--- config.mk ---
export PLATFORM = sky130hd
export DESIGN_NAME = uart_tx_sched_flat
export DESIGN_NICKNAME = d
export VERILOG_FILES = /design/src/rtl/uart_tx_sched_if.sv /design/src/rtl/uart_tx_sched.sv /design/src/flat_wrapper.sv
export SDC_FILE = /design/constraint.sdc
export NUM_CORES = 1
export LEC_CHECK = 0
export CAP_MARGIN = 20
export CELL_PAD_IN_SITES_DETAIL_PLACEMENT = 2
export CELL_PAD_IN_SITES_GLOBAL_PLACEMENT = 2
export CORE_MARGIN = 2
export CORE_UTILIZATION = 27
export DETAILED_ROUTE_END_ITERATION = 8
export PLACE_DENSITY_LB_ADDON = 0.1
export SYNTH_ARGS = -nofsm -noshare
export SYNTH_HDL_FRONTEND = slang
export SYNTH_SLANG_ARGS = --single-unit
--- constraint.sdc ---
create_clock -name sysclk -period 1.7 [get_ports sysclk]
set_clock_uncertainty 0.05 [all_clocks]
set_input_delay 0.255 -clock sysclk [delete_from_list [all_inputs] [get_ports sysclk]]
set_output_delay 0.255 -clock sysclk [all_outputs]
set_load 0.1 [all_outputs]
--- src/rtl/uart_tx_sched_if.sv ---
// Requester and transmitter signals shared between uart_tx_sched and its environment.
// The slave modport is the scheduler's view; master is the driving side.
interface uart_tx_sched_if #(
    parameter int NREQ = 4
);
    logic [NREQ-1:0]   req_valid_i;
    logic [8*NREQ-1:0] req_data_i;
    logic [NREQ-1:0]   req_ack_o;
    logic [NREQ-1:0]   grant_o;
    logic [7:0]        tx_data_o;
    logic              tx_start_o;
    logic              tx_busy_i;
    logic              err_timeout_o;

    modport slave (
        input  req_valid_i, req_data_i, tx_busy_i,
        output req_ack_o, grant_o, tx_data_o, tx_start_o, err_timeout_o
    );

    modport master (
        output req_valid_i, req_data_i, tx_busy_i,
        input  req_ack_o, grant_o, tx_data_o, tx_start_o, err_timeout_o
    );
endinterface

--- src/rtl/uart_tx_sched.sv ---
// Round-robin scheduler sharing one UART transmitter among NREQ byte producers,
// with an inter-frame gap and a timeout on a transmitter that stalls.
module uart_tx_sched #(
    parameter int NREQ    = 4,
    parameter int GAP     = 16,
    parameter int TIMEOUT = 4096
) (
    input  logic           sysclk,
    input  logic           reset_n,
    uart_tx_sched_if.slave bus
);
    localparam logic [1:0] ST_IDLE      = 2'd0;
    localparam logic [1:0] ST_WAIT_BUSY = 2'd1;
    localparam logic [1:0] ST_WAIT_DONE = 2'd2;
    localparam logic [1:0] ST_GAP       = 2'd3;

    localparam int PW = (NREQ > 1) ? $clog2(NREQ) : 1;
    localparam int TW = $clog2(TIMEOUT);
    localparam int GW = (GAP > 1) ? $clog2(GAP) : 1;
    localparam logic [TW-1:0] TMAX  = TW'(TIMEOUT - 1);
    localparam logic [GW-1:0] GMAX  = GW'((GAP > 0) ? GAP - 1 : 0);
    localparam logic [PW-1:0] PLAST = PW'(NREQ - 1);

    logic [1:0]      state_q, state_d;
    logic [PW-1:0]   last_q, last_d;
    logic [TW-1:0]   timer_q, timer_d;
    logic [GW-1:0]   gap_q, gap_d;
    logic [NREQ-1:0] ack_q, ack_d;
    logic [NREQ-1:0] grant_q, grant_d;
    logic [7:0]      data_q, data_d;
    logic            start_q, start_d;
    logic            err_q, err_d;

    logic [7:0]      req_byte [NREQ];
    logic            win_found;
    logic [PW-1:0]   win_idx;
    logic [PW-1:0]   cand;
    logic [PW:0]     cand_sum;
    logic            frame_end;

    for (genvar gi = 0; gi < NREQ; gi++) begin : g_unpack
        assign req_byte[gi] = bus.req_data_i[8*gi +: 8];
    end

    // Search last+1, last+2, ... with an explicit wrap so non-power-of-two NREQ works.
    always_comb begin
        win_found = 1'b0;
        win_idx   = last_q;
        cand      = '0;
        cand_sum  = '0;
        for (int i = 1; i <= NREQ; i++) begin
            cand_sum = {1'b0, last_q} + (PW+1)'(i);
            if (cand_sum >= (PW+1)'(NREQ)) begin
                cand_sum = cand_sum - (PW+1)'(NREQ);
            end
            cand = cand_sum[PW-1:0];
            if (!win_found && bus.req_valid_i[cand]) begin
                win_found = 1'b1;
                win_idx   = cand;
            end
        end
    end

    always_comb begin
        state_d   = state_q;
        last_d    = last_q;
        timer_d   = timer_q;
        gap_d     = gap_q;
        grant_d   = grant_q;
        data_d    = data_q;
        ack_d     = '0;
        start_d   = 1'b0;
        err_d     = 1'b0;
        frame_end = 1'b0;
        case (state_q)
            ST_IDLE: begin
                if (win_found && !bus.tx_busy_i) begin
                    data_d  = req_byte[win_idx];
                    grant_d = NREQ'(1) << win_idx;
                    ack_d   = NREQ'(1) << win_idx;
                    start_d = 1'b1;
                    last_d  = win_idx;
                    timer_d = '0;
                    state_d = ST_WAIT_BUSY;
                end
            end
            ST_WAIT_BUSY: begin
                if (bus.tx_busy_i) begin
                    timer_d = '0;
                    state_d = ST_WAIT_DONE;
                end else if (timer_q == TMAX) begin
                    err_d     = 1'b1;
                    frame_end = 1'b1;
                end else begin
                    timer_d = timer_q + 1'b1;
                end
            end
            ST_WAIT_DONE: begin
                if (!bus.tx_busy_i) begin
                    frame_end = 1'b1;
                end else if (timer_q == TMAX) begin
                    err_d     = 1'b1;
                    frame_end = 1'b1;
                end else begin
                    timer_d = timer_q + 1'b1;
                end
            end
            ST_GAP: begin
                if (gap_q == GMAX) begin
                    grant_d = '0;
                    state_d = ST_IDLE;
                end else begin
                    gap_d = gap_q + 1'b1;
                end
            end
            default: begin
                state_d = ST_IDLE;
                grant_d = '0;
                data_d  = '0;
            end
        endcase
        // Normal completion and timeout share the same exit; with no gap we skip straight to IDLE.
        if (frame_end) begin
            if (GAP == 0) begin
                state_d = ST_IDLE;
                grant_d = '0;
            end else begin
                state_d = ST_GAP;
                gap_d   = '0;
            end
        end
    end

    always_ff @(posedge sysclk or negedge reset_n) begin
        if (!reset_n) begin
            state_q <= ST_IDLE;
            last_q  <= PLAST;
            timer_q <= '0;
            gap_q   <= '0;
            ack_q   <= '0;
            grant_q <= '0;
            data_q  <= '0;
            start_q <= 1'b0;
            err_q   <= 1'b0;
        end else begin
            state_q <= state_d;
            last_q  <= last_d;
            timer_q <= timer_d;
            gap_q   <= gap_d;
            ack_q   <= ack_d;
            grant_q <= grant_d;
            data_q  <= data_d;
            start_q <= start_d;
            err_q   <= err_d;
        end
    end

    assign bus.req_ack_o     = ack_q;
    assign bus.grant_o       = grant_q;
    assign bus.tx_data_o     = data_q;
    assign bus.tx_start_o    = start_q;
    assign bus.err_timeout_o = err_q;
endmodule

--- src/flat_wrapper.sv ---
// flat-port wrapper written by rule: the top's interface ports become plain ports
module uart_tx_sched_flat 
#(
    parameter int NREQ    = 4,
    parameter int GAP     = 16,
    parameter int TIMEOUT = 4096
)
  (sysclk, reset_n, bus_req_valid_i, bus_req_data_i, bus_tx_busy_i, bus_req_ack_o, bus_grant_o, bus_tx_data_o, bus_tx_start_o, bus_err_timeout_o);
  uart_tx_sched_if #(.NREQ(NREQ)) bus_i ();
  input  logic sysclk;
  input  logic reset_n;
  input wire logic [$bits(bus_i.req_valid_i)-1:0] bus_req_valid_i;
  input wire logic [$bits(bus_i.req_data_i)-1:0] bus_req_data_i;
  input wire logic [$bits(bus_i.tx_busy_i)-1:0] bus_tx_busy_i;
  output wire logic [$bits(bus_i.req_ack_o)-1:0] bus_req_ack_o;
  output wire logic [$bits(bus_i.grant_o)-1:0] bus_grant_o;
  output wire logic [$bits(bus_i.tx_data_o)-1:0] bus_tx_data_o;
  output wire logic [$bits(bus_i.tx_start_o)-1:0] bus_tx_start_o;
  output wire logic [$bits(bus_i.err_timeout_o)-1:0] bus_err_timeout_o;
  assign bus_i.req_valid_i = bus_req_valid_i;
  assign bus_i.req_data_i = bus_req_data_i;
  assign bus_i.tx_busy_i = bus_tx_busy_i;
  assign bus_req_ack_o = bus_i.req_ack_o;
  assign bus_grant_o = bus_i.grant_o;
  assign bus_tx_data_o = bus_i.tx_data_o;
  assign bus_tx_start_o = bus_i.tx_start_o;
  assign bus_err_timeout_o = bus_i.err_timeout_o;
  uart_tx_sched #(.NREQ(NREQ), .GAP(GAP), .TIMEOUT(TIMEOUT)) u_core (.sysclk(sysclk), .reset_n(reset_n), .bus(bus_i));
endmodule
Word-level counts from Yosys, hierarchy flattened
Cells that the tools add are included.

word-level totals
  register bits = 38
  latch bits = 0
  memory bits (writable) = 0
  bits in read-only memories = 0
  input port bits = 39
  output and inout bits = 18
  word-level logic and storage cells = 109
  memories = 0

cells by class
  $add $sub $neg = 10
  $mul = 0
  divide/modulo/power cells = 0
  order comparisons = 9
  eq/ne operators = 12
  shift operators = 1
  multiplexer cells = 49
  bitwise gates (word level) = 1
  reductions and logical operators = 18

operators with widths
  operator               number
  $mux 12                4
  $pmux 12 s3            1
  $mux 4                 7
  $mux 2                 12
  $bmux 8 s2             1
  $mux 8                 2
  $ge 3x3->1 const B     5
  $mux 1                 14
  $add 12x1->12 const B  1
  $eq 12x12->1 const B   1
  $lt 2x3->1 const B     4
  $bmux 1 s2             4
  $pmux 4 s2             1
  $sub 2x1->2 const B    4
  $add 2x2->3 const B    2
  $ne 2x1->1 const B     3
  $ne 3x1->1 const B     2
  $pmux 2 s3             1
  $reduce_and 3->1       2
  $add 4x1->4 const B    1
  $eq 2x2->1 const B     2
  $eq 4x4->1 const B     1
  $logic_and 1x1->1      4
  $logic_not 1->1        4
  14 further kinds       17

Logic depth before layout (Yosys ltp)
  depth after elaboration = 19
  mapped depth = 8
  mapped depth without buffers = 7

Worst setup path before layout
No wires, ideal clock.

  path kind = reg2reg
  from = register u_core.state_q[0]
  to = register u_core.timer_q[3]
  library setup time = 92 ps
  arrival time = 1676 ps
  data required time = 1558 ps
  slack = -118 ps
  cell stages (with the launch flop) = 8
  path buffers = 1
  period minus slack after synthesis = 1818 ps
  cells stage by stage = dfrtp_1 inv_1 ha_1 and2_1 a2111oi_4 buf_4 nand2_2 o31ai_2

on the way
  longest elaborated chain between the ends = 3
  elaborated cells on any way between the ends = 8
  those cells by class = eq/ne: 4; mux: 1; reduce/logical: 3

RTL lines
  element                                              line                  text
  start, declared                                      uart_tx_sched.sv:24   logic [1:0] state_q, state_d;
  start signal, assigned                               uart_tx_sched.sv:146  state_q <= state_d;
  $eq 2x2->1 (tied with other cells)                   uart_tx_sched.sv:75   case (state_q)
  $ne 2x2->1 (no source line) (tied with other cells)  --
  $reduce_and 3->1 (no source line)                    --
  end signal, assigned                                 uart_tx_sched.sv:148  timer_q <= timer_d;
  end, declared                                        uart_tx_sched.sv:26   logic [TW-1:0] timer_q, timer_d;

Several ways; a longest one is shown, not always the timed one.
A chain may end at the register's enable or synchronous reset.

Final worst setup path
  from = register u_core.state_q[0]
  to = register u_core.timer_q[11]

Same word-level chain as after synthesis.

==> reports/qor.txt <==
outcome: finished with violations
failing checks: negative setup slack
gp weighted congestion: 0.811
RSZ-0062 raised after global routing: yes
Root Driver: clkbuf_8
# rows: 33
Initial Util: 0.276
Initial DRC Count: 49
fin crit period: 1.86 ns
number of synthesized register bits: 38
Setup WS post-layout: -0.161 ns
Syn Area/Cell: 9.57 um2
Final period util: 1.09
Power per Cell Area: 1930 nW/um2
clk buf depth: 2
Max Fclk: 537 MHz
met2 wire length: 4780 um
Warnings, synthesis: 0
r2r setup slk: -0.16 ns
crit-path max FO: 6
M1 WL: 4040 um
Area Growth Syn to Fin: 86.3%
Yosys cell types: 47
CTS tree: built
crit end category: register
overall power: 8.11 mW
initial antenna violation count: 0
Worst Setup Start Kind: register
Die ar.: 9120 um2
critical path arrival: 2.02 ns
WL final: 9300 um
post-synth net total: 281
Peak supply drop: 0.968 mV
max_cap viols: 0
via/cell ratio: 5.17
I/O Buffers: 56
Antenna Cells: 0
post-synthesis sequential area ratio: 0.422
share of cells above drive strength 1: 0.509
relative slew slack: 0.649
cts bufs inserted: 5
Mapped Cells: 236
I/O Pins: 57
final cell count without fillers: 455
highest routed layer: met4
H-tree depth: 2
Post-synth EDFFs: 0
total grt overflow: 0
worst path required time: 1.86 ns
Fin. Hold Viols: 0
vias in the first global route: 2548
placed cell area: 3370 um2
drt wl/cell: 20.4 um
metal3 WL: 333 um
DP Wirelength: 5690 um
crit path kind: register to register
Max Slew Vio Count: 0
slew at the pin closest to its max-slew limit: 0.527 ns
design area: 4210 um2
synthesized area: 2260 um2
DR vias: 2353
worst hold slack: 0.495 ns
most frequent cells in the layout: buf_4 (40), dfrtp_1 (36), clkdlybuf4s50_1 (32)
Leakage Power: 1.70 nW
ys async rst share: 1.00
commonest non-fill, non-tap cell in the layout: buf_4
DRC: 0
Clock Sinks: 38
Hold Path Class: input pin to asynchronous set/reset pin
final setup TNS: -1.28 ns
Tot GR Track Use: 0.196
post-layout net count: 394
register clock-pin slew on the reported worst setup and hold paths: 0.09 ns
Die Width: 95.5 um
fill count: 799
first-pass GRT wire length: 13600 um
core area: 8180 um2
Top FF cell, synth: dfrtp_1
antenna-violating nets left: 0
1st-pass router iterations: 4
largest net degree at the start of global routing: 39
Die Height: 95.5 um
Placed Instances: 422
clk_lat worst skew: 0.30 ns
# setup viols final: 18
cells in the mapped netlist (all sizes together) (3+ instances only):
library cell  instances  area share
nand2                28       0.048
nand4                 4       0.011
nor2                 10       0.018
buf                  13       0.039
ha                    6       0.033
dfrtp                36        0.40
a31oi                 3      0.0083
a21oi                12       0.032
o21ai                16       0.035
a211oi               16       0.053
o31ai                12       0.044
nor3                 10       0.027
nand3                 4      0.0089
a221o                 3       0.013
inv                   9       0.015
nand2b                5       0.015
and3                  3      0.0083
a41oi                 3       0.012
o21a                 17       0.057
stage by stage:
step           setup WS, ns  utilization
5_1_grt              -0.236        0.515
6_report             -0.161        0.515
2_1_floorplan       -0.0132            -
3_5_place_dp         -0.639        0.412
3_3_place_gp         -0.519        0.412
4_1_cts              -0.139        0.465
power by group:
part / internal [mW] / total, mW / switching (mW)
sequential: 1.18 / 1.49 / 0.310
combinational: 2.60 / 5.91 / 3.31
clock: 0.327 / 0.701 / 0.374
total: 4.11 / 8.11 / 4.00
cell type report:
cell class,instances,area [um2],area share
clock inverter,2,12.5,0.00297
tap,105,131,0.0312
multi-input combinational,175,1660,0.394
sequential,38,953,0.226
inverter,9,33.8,0.00802
clock buffer,6,82.6,0.0196
timing repair buffer,120,1340,0.318
flip-flops by register name (all words and copies together), names as in the netlist:
signal and count:
u_core.bus.err_timeout_o 1, u_core.gap_q 4, u_core.state_q 2, u_core.last_q 2, u_core.bus.tx_data_o 8, u_core.bus.tx_start_o 1, u_core.bus.grant_o 4, u_core.bus.req_ack_o 4
u_core.timer_q 12
cell families after synthesis:
group | share of synthesized area
buf+inv | 0.0554
flops | 0.422
mux | 0.00443
simple gates | 0.173
compound gates | 0.301
fa+ha+maj | 0.0332
xor+xnor | 0.0116
worst paths after layout:
| kind | start | to | depth (start not counted) |
|---|---|---|---|
| setup / recovery | u_core.state_q[0] | u_core.timer_q[11] | 6 |
| max in group asynchronous | reset_n | u_core.last_q[1] | 3 |
| min in group sysclk | u_core.timer_q[8] | u_core.timer_q[8] | 2 |
| hold / removal | reset_n | u_core.timer_q[0] | 3 |
| hold reg to reg | u_core.timer_q[8] | u_core.timer_q[8] | 2 |
| setup reg to reg | u_core.state_q[0] | u_core.timer_q[11] | 6 |
metal layers:
layer	global-route usage	up-vias
met5	0	-
met4	0.0310	0
met3	0.0514	12
met2	0.336	43
met1	0.253	1195
li1	-	1103
worst max-delay path: stages, from the launching register on:
cell	delay (ns)
dfrtp_1	0.41
inv_2	0.09
ha_4	0.17
buf_6	0.12
o21a_4	0.14
or4_4	0.51
a221oi_2	0.27
repair_timing:
item / in CTS / in global routing
pin swaps: 12 / 30
buffers inserted: 16 / 9
cloned: 0 / 1
endpoints found under the hold margin: 36 / 0
resized for setup: 52 / 75
endpoints found under the setup margin: 33 / 35
hold buffers: 1 / 0
Power figures use the tool's default switching activity.
